### src/rtl/vend_ctrl.sv
// Vending controller: IDLE/SELECT/COLLECT/VEND/CHANGE FSM, dispense 1 cycle and change 2 cycles after the paying coin.
// No backpressure; `define VEND_STOCK_EN adds per-slot stock counters and sold_out, otherwise stock is unlimited.
module vend_ctrl #(
  parameter int N_ITEMS = 4,
  parameter int MW = 8,
  parameter int SW = 4,
  localparam int IW = $clog2(N_ITEMS)
) (
  input  logic          clk,
  input  logic          reset_n,
  input  logic          cfg_we_i,
  input  logic [IW-1:0] cfg_idx_i,
  input  logic [MW-1:0] cfg_price_i,
  input  logic [SW-1:0] cfg_stock_i,
  input  logic          start_i,
  input  logic          item_valid_i,
  input  logic [IW-1:0] item_sel_i,
  input  logic          coin_valid_i,
  input  logic [MW-1:0] coin_val_i,
  input  logic          cancel_i,
  output logic [2:0]    state_o,
  output logic [MW-1:0] credit_o,
  output logic          dispense_o,
  output logic [IW-1:0] dispense_item_o,
  output logic          change_valid_o,
  output logic [MW-1:0] change_amt_o,
  output logic          sold_out_o
);

  localparam logic [2:0] S_IDLE    = 3'd0;
  localparam logic [2:0] S_SELECT  = 3'd1;
  localparam logic [2:0] S_COLLECT = 3'd2;
  localparam logic [2:0] S_VEND    = 3'd3;
  localparam logic [2:0] S_CHANGE  = 3'd4;

  // One extra bit so N_ITEMS itself is representable when it is a power of two.
  localparam logic [IW:0] N_LIM = (IW+1)'(N_ITEMS);

  logic [2:0]    state_q, state_d;
  logic [MW-1:0] credit_q, credit_d;
  logic [IW-1:0] item_q, item_d;
  logic [MW-1:0] price_q [N_ITEMS];

  logic          cfg_in_range;
  logic          cfg_wr;
  logic          sel_in_range;
  logic          sel_ok;
  logic          sel_take;
  logic [MW-1:0] item_price;
  logic [MW:0]   coin_sum;
  logic          coin_sat;
  logic [MW-1:0] credit_post;

  assign cfg_in_range = ({1'b0, cfg_idx_i} < N_LIM);
  assign sel_in_range = ({1'b0, item_sel_i} < N_LIM);
  assign cfg_wr       = (state_q == S_IDLE) && cfg_we_i && cfg_in_range;
  assign sel_take     = (state_q == S_SELECT) && !cancel_i && item_valid_i && sel_ok;
  assign item_price   = price_q[item_q];

  // Credit after this cycle's coin; the carry out marks a saturated add.
  assign coin_sum    = {1'b0, credit_q} + (coin_valid_i ? {1'b0, coin_val_i} : '0);
  assign coin_sat    = coin_sum[MW];
  assign credit_post = coin_sat ? '1 : coin_sum[MW-1:0];

`ifdef VEND_STOCK_EN
  logic [SW-1:0] stock_q [N_ITEMS];
  logic          sold_out_q;
  logic          sold_out_d;

  assign sel_ok     = sel_in_range && (stock_q[item_sel_i] != '0);
  assign sold_out_d = (state_q == S_SELECT) && !cancel_i && item_valid_i && !sel_ok;
  assign sold_out_o = sold_out_q;

  always_ff @(posedge clk or negedge reset_n) begin
    if (!reset_n) begin
      for (int i = 0; i < N_ITEMS; i++) stock_q[i] <= '0;
      sold_out_q <= 1'b0;
    end else begin
      sold_out_q <= sold_out_d;
      if (cfg_wr) begin
        stock_q[cfg_idx_i] <= cfg_stock_i;
      end else if ((state_q == S_VEND) && (stock_q[item_q] != '0)) begin
        stock_q[item_q] <= stock_q[item_q] - SW'(1);
      end
    end
  end
`else
  logic unused_cfg_stock;

  assign unused_cfg_stock = ^cfg_stock_i;
  assign sel_ok           = sel_in_range;
  assign sold_out_o       = 1'b0;
`endif

  always_ff @(posedge clk or negedge reset_n) begin
    if (!reset_n) begin
      for (int i = 0; i < N_ITEMS; i++) price_q[i] <= '0;
    end else if (cfg_wr) begin
      price_q[cfg_idx_i] <= cfg_price_i;
    end
  end

  always_ff @(posedge clk or negedge reset_n) begin
    if (!reset_n) begin
      state_q <= S_IDLE;
    end else begin
      state_q <= state_d;
    end
  end

  always_comb begin
    state_d = state_q;
    case (state_q)
      S_IDLE:    if (start_i) state_d = S_SELECT;
      S_SELECT: begin
        if (cancel_i)      state_d = S_IDLE;
        else if (sel_take) state_d = S_COLLECT;
      end
      // Reaching the price wins over saturation and cancel.
      S_COLLECT: begin
        if (credit_post >= item_price)  state_d = S_VEND;
        else if (coin_sat || cancel_i)  state_d = S_CHANGE;
      end
      S_VEND:    state_d = S_CHANGE;
      S_CHANGE:  state_d = start_i ? S_SELECT : S_IDLE;
      default:   state_d = S_IDLE;
    endcase
  end

  always_comb begin
    credit_d = credit_q;
    item_d   = item_q;
    case (state_q)
      S_SELECT:  if (sel_take) item_d = item_sel_i;
      S_COLLECT: credit_d = credit_post;
      S_VEND:    credit_d = credit_q - item_price;
      S_CHANGE:  credit_d = '0;
      default:   credit_d = credit_q;
    endcase
  end

  always_ff @(posedge clk or negedge reset_n) begin
    if (!reset_n) begin
      credit_q <= '0;
      item_q   <= '0;
    end else begin
      credit_q <= credit_d;
      item_q   <= item_d;
    end
  end

  always_comb begin
    dispense_o      = 1'b0;
    dispense_item_o = '0;
    change_valid_o  = 1'b0;
    change_amt_o    = '0;
    case (state_q)
      S_VEND: begin
        dispense_o      = 1'b1;
        dispense_item_o = item_q;
      end
      S_CHANGE: begin
        change_valid_o = 1'b1;
        change_amt_o   = credit_q;
      end
      default: dispense_o = 1'b0;
    endcase
  end

  assign state_o  = state_q;
  assign credit_o = credit_q;

endmodule

### config.mk
export PLATFORM = sky130hd
export DESIGN_NAME = vend_ctrl
export DESIGN_NICKNAME = d
export VERILOG_FILES = /design/src/rtl/vend_ctrl.sv
export SDC_FILE = /design/constraint.sdc
export NUM_CORES = 1
export LEC_CHECK = 0
export ABC_AREA = 1
export CORE_ASPECT_RATIO = 1.4
export CORE_MARGIN = 2
export CORE_UTILIZATION = 55
export CTS_CLUSTER_DIAMETER = 100
export DETAILED_ROUTE_END_ITERATION = 10
export HOLD_SLACK_MARGIN = 0.06
export PLACE_DENSITY = 0.82
export SLEW_MARGIN = 10
export SYNTH_ARGS = -nofsm -noshare
export SYNTH_HDL_FRONTEND = slang
export SYNTH_SLANG_ARGS = --single-unit
### constraint.sdc
create_clock -name clk -period 6.83 [get_ports clk]
set_input_delay 1.366 -clock clk [delete_from_list [all_inputs] [get_ports clk]]
set_output_delay 1.366 -clock clk [all_outputs]
set_load 0.1 [all_outputs]
==> impl_metrics.json <==
{
  "status": "finished clean",
  "crit_arrival_ps": 4650,
  "maxCapViolCount": 0,
  "core.rowCount": 33,
  "antenna_found_initial": 0,
  "final_antenna_net_count": 0,
  "yosysWarnings": 0,
  "num_vias": 2963,
  "initial_utilization_pct": 55.9,
  "final.setup.tns_ps": 0,
  "synthCells": 437,
  "grt_max_degree": 46,
  "ys_seq_area_share_pct": 34.8,
  "firstDrtPassIters": 4,
  "synth_top_area_share_pct": 34.8,
  "cts_buffer_depth": 2,
  "yosysTopAreaCell": "dfrtp_1",
  "post_drt_wl_per_cell_um": 13.6,
  "finalClockSkew_ps": 6.23,
  "first_global_vias": 2865,
  "track_usage_pct": 25.0,
  "fillCellCount": 496,
  "clk_pin_slew_ps": 90,
  "antenna-diode-count": 0,
  "ios": 55,
  "cts_tree": "yes",
  "crit_fanout": 8,
  "ys_top_cells_by_area": "dfrtp_1, nand2_1, ha_1",
  "drive_gt1_share_pct": 8.87,
  "die_w_um": 68.8,
  "syn_nets": 493,
  "min_path_type": "register to register",
  "postCtsSetupRepairBufs": 0,
  "gp_congestion": 0.859,
  "drc": 0,
  "clkSinkCount": 45,
  "cp_slowest_stage_delay_ps": 540,
  "path_cells": "clkdlybuf4s50_1, nand2_1, inv_1, ha_1, fa_1, nand3_1, nand3_1, a21oi_2, nand3_1, ha_1, a21oi_1, nor2_1, nor3_1, nand2_1, nor2_1, nor2_1, and2_1",
  "yosysUniqueCellTypes": 28,
  "layout.nets": 540,
  "floorplan.die_area_um2": 6510,
  "cts_hold_buffers": 0,
  "h-tree-depth": 2,
  "root_buffer": "clkbuf_8",
  "worstMarginPinSlew_ps": 1000,
  "syn-cell-area_um2": 3230,
  "required_ps": 7030,
  "port_buffers": 49,
  "drt_iter0_drc": 138,
  "fmax_mhz": 225,
  "criticalPathCategory": "primary input to register",
  "slew_violations": 0,
  "period_needed_ps": 4450,
  "startpoint_type": "primary input",
  "drt-total-wl_um": 7570,
  "grt_pass1_wl_um": 12300,
  "synth.avg_cell_area_um2": 7.40,
  "postCtsResizedCells": 0,
  "rsz0062_at_grt": "false",
  "hold_viol": 0,
  "ys_seq_elements": 45,
  "fp.dieH_um": 94.7,
  "vias_per_cell": 5.34,
  "core_um2": 5780,
  "fin_crit_sh_pct": 65.2,
  "cts_buffers": 5,
  "clk_latency_ps": 300,
  "cpMaxStageDelayCell": "clkdlybuf4s50_1",
  "crit_path_end_kind": "register",
  "hpwl_um": 5830,
  "setup-violations-final": 0,
  "area_delta_synth_final_pct": 19.9,
  "grt_overflow": 0,
  "worst_slew_margin_rel_pct": 33.3
}
==> placed cells by master, fill, tap and decap left out <==
cell type / n
bufinv_16: 1
and2_1: 1
mux2_2: 19
a21oi_1: 30
a31oi_1: 1
nand3_4: 1
clkdlybuf4s50_1: 48
nor2_1: 31
fa_1: 2
nor4_1: 1
nor3_4: 4
a22oi_1: 3
dfrtp_1: 45
inv_1: 70
nand2_2: 1
a21oi_2: 1
buf_2: 1
conb_1: 1
nand4_1: 5
inv_6: 2
nor2_2: 1
or2_2: 7
o21ai_0: 34
xor2_1: 1
clkbuf_8: 5
nand2_1: 119
nand3b_1: 2
ha_1: 23
nor3_1: 1
nand3_1: 24
==> critical path, delay by kind of cell <==
| family | cells | cell delay (ps) |
|---|---|---|
| simple gates | 10 | 1240 |
| buf+inv | 2 | 590 |
| fa+ha+maj | 3 | 1000 |
| compound gates | 2 | 460 |
==> final cells by class <==
cell class | count | area, µm² | area share, %
clock buffer | 5 | 68.8 | 1.78
clock inverter | 3 | 47.5 | 1.23
inverter | 70 | 263 | 6.78
multi-input combinational | 313 | 1800 | 46.4
sequential | 45 | 1130 | 29.1
tap | 70 | 87.6 | 2.26
timing repair buffer | 49 | 485 | 12.5
==> metrics by stage <==
stage          setup slack (ps)  area (µm²)  util (%)  std cells  hold WS (ps)
6_report                   2380        3880      67.1        555           507
5_1_grt                    2100        3880      67.1        555           519
4_1_cts                    2340        3880      67.1        555           510
3_5_place_dp               2010        3760      65.0        547           490
3_3_place_gp               2110        3760      65.0        547           484
2_1_floorplan              2810        3230         -        437           475
==> cells by family after synthesis <==
logic type / after synthesis / share of synthesized area, %
AO/OA/AOI/OAI: 69 / 11.1
XOR/XNOR: 1 / 0.271
adder cells (fa/ha/maj): 25 / 10.1
buffers and inverters: 79 / 9.52
flip-flops: 45 / 34.8
multiplexers: 19 / 6.62
other: 1 / 0.116
AND/OR/NAND/NOR: 198 / 27.4
==> per-layer routing <==
layer	share of wire, %	track usage (%)	wire [µm]
met3	3.5	3.46	262
met2	55	46.2	4140
met5	0	0	0
met4	2.5	9.48	193
met1	39	28.0	2980
==> cell usage after synthesis <==
cell type and number:
buf_4 2, a21oi_2 1, o21ai_0 34, xor2_1 1
nor4_1 1, nor2_1 31, mux2_2 19, nand3b_1 2
inv_1 70, nor3_4 4, nor3_1 1, nand2_1 119
fa_1 2, a31oi_1 1, a22oi_1 3, and2_1 1
clkbuf_1 4, dfrtp_1 45, a21oi_1 30, buf_2 3
nand3_4 1, or2_2 7, nand3_1 24, nand2_2 1
nand4_1 5, ha_1 23, nor2_2 1, conb_1 1
==> registers in the layout, indices dropped and copies added (netlist names) <==
name	count
credit_o	8
item_q	2
price_q	32
state_o	3
==> path summary, 6_finish.rpt <==
check | startpoint | to | slack [ps] | depth (start not counted)
setup / recovery | coin_valid_i | state_o[2]$_DFFE_PN0P_ | 2380 | 17
max in group asynchronous | reset_n | credit_o[4]$_DFFE_PN0P_ | 4980 | 1
setup reg to reg | item_q[0]$_DFFE_PN0P_ | credit_o[4]$_DFFE_PN0P_ | 3560 | 14
hold reg to reg | price_q[11]$_DFFE_PN0P_ | price_q[11]$_DFFE_PN0P_ | 510 | 1
min in group asynchronous | reset_n | price_q[24]$_DFFE_PN0P_ | 1230 | 1
hold / removal | price_q[11]$_DFFE_PN0P_ | price_q[11]$_DFFE_PN0P_ | 510 | 1
Power is not shown: default switching activity piles up to over one toggle a cycle in this logic, so the estimate is an artifact.
